--- src/rtl/neuron_feeder_pkg.sv ---
// ============================================================================
// neuron_feeder_pkg : shared types and constants for the 49-input neuron feeder
// Revision 1.0
// ============================================================================
`default_nettype none

package neuron_feeder_pkg;

    localparam int N_INPUTS_DEF = 49;
    localparam int FP_W         = 32;

    typedef logic [FP_W-1:0] fp32_t;

    typedef enum logic [0:0] {
        FILL = 1'b0,
        SWAP = 1'b1
    } feeder_state_e;

endpackage

`default_nettype wire

--- src/rtl/feeder_delay_line.sv ---
// ============================================================================
// feeder_delay_line : DEPTH-stage 1-bit shift register for valid regeneration
// Revision 1.0
// ============================================================================
`default_nettype none

module feeder_delay_line #(
    parameter int DEPTH = 7
) (
    input  logic clk,
    input  logic rst,
    input  logic d_i,
    output logic q_o
);

    logic [DEPTH-1:0] sr_q;

    generate
        if (DEPTH == 1) begin : g_single
            always_ff @(posedge clk) begin
                if (rst) sr_q <= '0;
                else     sr_q <= d_i;
            end
        end else begin : g_chain
            always_ff @(posedge clk) begin
                if (rst) sr_q <= '0;
                else     sr_q <= {sr_q[DEPTH-2:0], d_i};
            end
        end
    endgenerate

    assign q_o = sr_q[DEPTH-1];

endmodule

`default_nettype wire

--- src/rtl/neuron_feeder49.sv ---
// ============================================================================
// neuron_feeder49 : stream-to-vector front end and result capture for the
// 49-input FP neuron. Optional framing check: NEURON_FEEDER_CHECK_EN.
// Revision 1.0
// ============================================================================
`default_nettype none

module neuron_feeder49
    import neuron_feeder_pkg::*;
#(
    parameter int N_INPUTS   = N_INPUTS_DEF,
    parameter int NEURON_LAT = 7,
    parameter int MIN_HOLD   = 1
) (
    input  logic                             clk,
    input  logic                             rst,
    input  fp32_t                            s_data,
    input  logic                             s_valid,
    output logic                             s_ready,
    input  logic                             s_last,
    output logic [N_INPUTS-1:0][FP_W-1:0]    input_out,
    output logic                             vec_valid,
    input  fp32_t                            neuron_out,
    output fp32_t                            res_data,
    output logic                             res_valid,
    output logic                             frame_err
);

    localparam int CNT_W  = (N_INPUTS > 1) ? $clog2(N_INPUTS) : 1;
    localparam int HOLD_W = $clog2(MIN_HOLD + 1);

    feeder_state_e                    state_q, state_d;
    logic [CNT_W-1:0]                 cnt_q;
    logic [HOLD_W-1:0]                hold_q;
    logic [N_INPUTS-1:0][FP_W-1:0]    shadow_q;
    logic [N_INPUTS-1:0][FP_W-1:0]    input_q;
    logic                             vv_q;
    fp32_t                            res_q;
    logic                             rv_q;
    logic                             fe_q;

    logic accept;
    logic last_word;
    logic hold_ok;
    logic frame_bad;
    logic do_swap;
    logic tap;

    assign accept    = s_valid && s_ready;
    assign last_word = (cnt_q == CNT_W'(N_INPUTS - 1));
    assign do_swap   = (state_q == SWAP) && hold_ok;

`ifdef NEURON_FEEDER_CHECK_EN
    assign frame_bad = accept && (s_last != last_word);
`else
    logic unused_s_last;
    assign unused_s_last = s_last;
    assign frame_bad     = 1'b0;
`endif

    generate
        if (MIN_HOLD <= 1) begin : g_hold_none
            assign hold_ok = 1'b1;
        end else begin : g_hold_cmp
            assign hold_ok = (hold_q >= HOLD_W'(MIN_HOLD - 1));
        end
    endgenerate

    always_ff @(posedge clk) begin
        if (rst) state_q <= FILL;
        else     state_q <= state_d;
    end

    always_comb begin
        state_d = state_q;
        case (state_q)
            FILL:    if (accept && !frame_bad && last_word) state_d = SWAP;
            SWAP:    if (hold_ok) state_d = FILL;
            default: state_d = FILL;
        endcase
    end

    always_comb begin
        s_ready = (state_q == FILL);
    end

    // A framing error just rewinds the write pointer; stale shadow words are
    // always overwritten before the next swap.
    always_ff @(posedge clk) begin
        if (rst) begin
            cnt_q <= '0;
        end else if (frame_bad) begin
            cnt_q <= '0;
        end else if (accept) begin
            cnt_q <= last_word ? '0 : cnt_q + CNT_W'(1);
        end
    end

    always_ff @(posedge clk) begin
        if (accept) shadow_q[cnt_q] <= s_data;
    end

    // Reset to MIN_HOLD so the first vector after reset is not delayed.
    always_ff @(posedge clk) begin
        if (rst) begin
            hold_q <= HOLD_W'(MIN_HOLD);
        end else if (do_swap) begin
            hold_q <= '0;
        end else if (hold_q < HOLD_W'(MIN_HOLD)) begin
            hold_q <= hold_q + HOLD_W'(1);
        end
    end

    always_ff @(posedge clk) begin
        if (rst) begin
            input_q <= '0;
            vv_q    <= 1'b0;
            fe_q    <= 1'b0;
        end else begin
            if (do_swap) input_q <= shadow_q;
            vv_q <= do_swap;
            fe_q <= frame_bad;
        end
    end

    feeder_delay_line #(
        .DEPTH (NEURON_LAT)
    ) u_delay (
        .clk (clk),
        .rst (rst),
        .d_i (vv_q),
        .q_o (tap)
    );

    always_ff @(posedge clk) begin
        if (rst) begin
            res_q <= '0;
            rv_q  <= 1'b0;
        end else begin
            if (tap) res_q <= neuron_out;
            rv_q <= tap;
        end
    end

    assign input_out = input_q;
    assign vec_valid = vv_q;
    assign res_data  = res_q;
    assign res_valid = rv_q;
    assign frame_err = fe_q;

endmodule

`default_nettype wire

--- config.mk ---
export PLATFORM = sky130hd
export DESIGN_NAME = neuron_feeder49
export DESIGN_NICKNAME = d
export VERILOG_FILES = /design/src/rtl/neuron_feeder_pkg.sv /design/src/rtl/feeder_delay_line.sv /design/src/rtl/neuron_feeder49.sv
export SDC_FILE = /design/constraint.sdc
export NUM_CORES = 2
export LEC_CHECK = 0
export ABC_AREA = 1
export CAP_MARGIN = 10
export CELL_PAD_IN_SITES_DETAIL_PLACEMENT = 1
export CELL_PAD_IN_SITES_GLOBAL_PLACEMENT = 2
export CORE_AREA = 8 8 651 653
export CTS_CLUSTER_DIAMETER = 60
export CTS_CLUSTER_SIZE = 12
export DETAILED_ROUTE_END_ITERATION = 7
export DIE_AREA = 0 0 659 661
export MAX_ROUTING_LAYER = met4
export PLACE_DENSITY = 0.69
export SETUP_SLACK_MARGIN = 0.4
export SYNTH_ARGS = -nofsm -noshare
export SYNTH_HDL_FRONTEND = slang
export SYNTH_SLANG_ARGS = --single-unit
export TNS_END_PERCENT = 100
--- constraint.sdc ---
create_clock -name clk -period 10.7 [get_ports clk]
set_input_delay 1.07 -clock clk [delete_from_list [all_inputs] [get_ports clk]]
set_output_delay 1.07 -clock clk [all_outputs]
set_load 0.02 [all_outputs]
==> flow_summary.ini <==
[worst_setup_path]
crit_fanout = 98
r2r_setup_slack_ns = 6.24
arrival_ns = 5.30
critical_path_required_ns = 11.54
path_class = flop to flop
critPathLaunchType = flop
worstSetupEndpointType = flop

[placement]
port_buffers = 1669
numPlacedInstances = 15426
dp_slack_ns = 5.78
gp_congestion = 0.827
hpwlAfterDp_mm = 283

[route]
dr.first_iter.drc_count = 5759
drt_wl_total_mm = 436
first_pass_iters = 8
post_drt_via_cell_ratio = 4.49
wire_per_inst_um = 27.1
drc_errors = 0
ant_nets = 0
vias = 72108

[synth]
ys.flop_type = dfxtp_1
synthCells = 8657
yosys_warnings = 0
mappedNetlistArea_um2 = 103000
synth-seq-area-share_pct = 76.8
synth_edf_count = 1568
synth_fp_nets = 8727
netlist_top_cells_area = edfxtp_1 46%, dfxtp_1 31%, nand2_1 11%
synth_cell_types = 24
synth-seq-cells = 3184
async_flop_share_pct = 0
synth.largest_area_cell = edfxtp_1
avgSynthCellArea_um2 = 11.9
yosysTopAreaCellShare_pct = 45.5

[power]
power_frac_comb_pct = 1.9
pwr-share-clk_pct = 46.5
p_int_mw = 19.3
p_leak_nw = 42.2
p_switching_mw = 5.54
power_frac_seq_pct = 51.6
p_per_area_nw_per_um2 = 183
p_sw_share_pct = 22.3
total_power_mw = 24.8
peakVddDrop_v = 0.000119

[cells_and_area]
drive_gt1_share_pct = 6.61
final_core_util_pct = 32.8
fillCellCount = 45149
area_delta_synth_final_pct = 31.4
finalNetCount = 10339
final_cells = 16054

[clock_tree]
clock_sinks = 3184
clkTransAtPathRegs_ns = 0.07
cts_tree = done
clockBufferDepth = 4
cts_buffers = 335
ctsResizeCount = 0
cts_root_buf = clkbuf_16
post_cts_buffers = 0
clk_latency_ns = 0.94
cts_max_level = 5
cts.hold.buffers_added = 0

[global_routing]
overflow = 0
grt_pass1_wl_mm = 593
grt_pass1_vias = 74028
grt_max_degree = 201
antenna_found_initial = 54
grtUsageTotal_pct = 19.6

[timing]
max_freq_mhz = 224
period_needed_ns = 4.46
hold_violations = 0
rsz0062_at_grt = no
layout_setup_ws_ns = 6.24
worst_pin_slew_ns = 1.26
drv_slew = 0
finalSetupTns_ns = 0
skew_ns = 0.0350
relSlewSlack_pct = 15.7
setup-violations-final = 0
min_period_over_period_pct = 41.7

[hold_path]
hold_path.class = flop to flop

[run]
max_cap_violations = 0

[floorplanning]
core_um2 = 414000
dieArea_um2 = 436000
ios = 1672
die_h_um = 661
start_util_pct = 25.0
die_w_um = 659
num_rows = 237

[run_status]
outcome = completed
final cells by class:
type	instances	area, µm²	share of cell area [%]
timing repair buffer	1813	17900	13.2
clock buffer	529	9590	7.06
inverter	23	93.8	0.0690
multi-input combinational	4912	20900	15.4
clock inverter	80	1080	0.795
sequential	3184	79400	58.4
antenna	16	40.0	0.0295
tap	5497	6880	5.06
power by group through the flow:
| stage | Clock (mW) | Combinational [mW] | Sequential (mW) |
|---|---|---|---|
| floorplan | 0 | 0.0987 | 13.1 |
| global placement | 0 | 0.493 | 13.1 |
| detailed placement | 0 | 0.498 | 13.1 |
| CTS | 11.9 | 0.499 | 12.8 |
| global route | 12.3 | 0.499 | 12.8 |
| finish | 11.5 | 0.482 | 12.8 |
layout by cell type (no fill, tap or decap), types with 2 or more instances in the layout:
cell / count
clkbuf_1: 156
a21oi_2: 10
diode_2: 16
inv_16: 6
clkinv_16: 8
clkbuf_16: 344
clkinv_1: 3
clkdlybuf4s50_1: 1636
inv_8: 7
buf_4: 162
nand2_1: 3144
clkinv_4: 5
bufinv_16: 9
nand2_2: 10
buf_12: 12
nor3_2: 3
ha_1: 2
nor2_1: 84
clkinv_8: 5
inv_1: 22
clkinv_2: 22
o21ai_0: 33
edfxtp_1: 1568
nand3_1: 11
nand4_1: 5
nor4_2: 2
nor2_4: 43
dfxtp_1: 1615
a21oi_1: 1562
inv_6: 14
clkbuf_8: 29
nor3_1: 2
state kept, by name, indices dropped and copies added, names as in the netlist:
name / cells
res_data: 32
shadow_q: 1568
u_delay.sr_q: 7
cnt_q: 6
do_swap: 1
res_valid: 1
input_out: 1568
vec_valid: 1
kinds of logic after synthesis:
logic type | Yosys count | share of synthesized area, %
DFF | 3184 | 76.8
buffers and inverters | 561 | 3.33
AOI/OAI and AO/OA | 1605 | 7.80
and+or+nand+nor | 3304 | 12.0
adders and majority gates | 2 | 0.0242
other | 1 | 0.00363
path summary, 6_finish.rpt:
path	start	to	cells after the start
worst max-delay path	do_swap	input_out[266]	6
worst min-delay path	u_delay.sr_q[3]	u_delay.sr_q[4]	2
worst max register to register	do_swap	input_out[266]	6
worst min register to register	u_delay.sr_q[3]	u_delay.sr_q[4]	2
cell usage after synthesis (2+ instances only):
cell type  count
clkbuf_1     110
a21oi_1     1562
buf_1         24
buf_6         83
o21ai_0       33
nor3_1         5
a21oi_2       10
nand2_1     3144
buf_8          9
buf_4         83
nand2_2       10
buf_2        227
nor2_1       127
nand4_1        5
dfxtp_1     1616
ha_1           2
inv_1         22
nand3_1       11
edfxtp_1    1568
nor4_1         2
metal layers:
metal	track usage [%]	vias up	routed length [µm]
li1	-	32360	-
met1	22.9	36643	172000
met2	32.1	2443	209000
met3	4.65	662	31700
met4	8.67	0	22900
met5	-	-	0
through the flow:
step / hold WS, ns / cell area (µm²)
6_report: 0.397 / 136000
5_1_grt: 0.374 / 136000
4_1_cts: 0.345 / 136000
3_5_place_dp: 0.403 / 125000
3_3_place_gp: 0.411 / 125000
2_1_floorplan: 0.388 / 103000
critical path: stages, from the launching register on:
cell	delay (ns)
dfxtp_4	0.62
inv_8	0.54
buf_4	0.92
buf_4	0.76
buf_4	0.94
nand2_1	0.17
a21oi_1	0.19
Power figures use the tool's default switching activity.
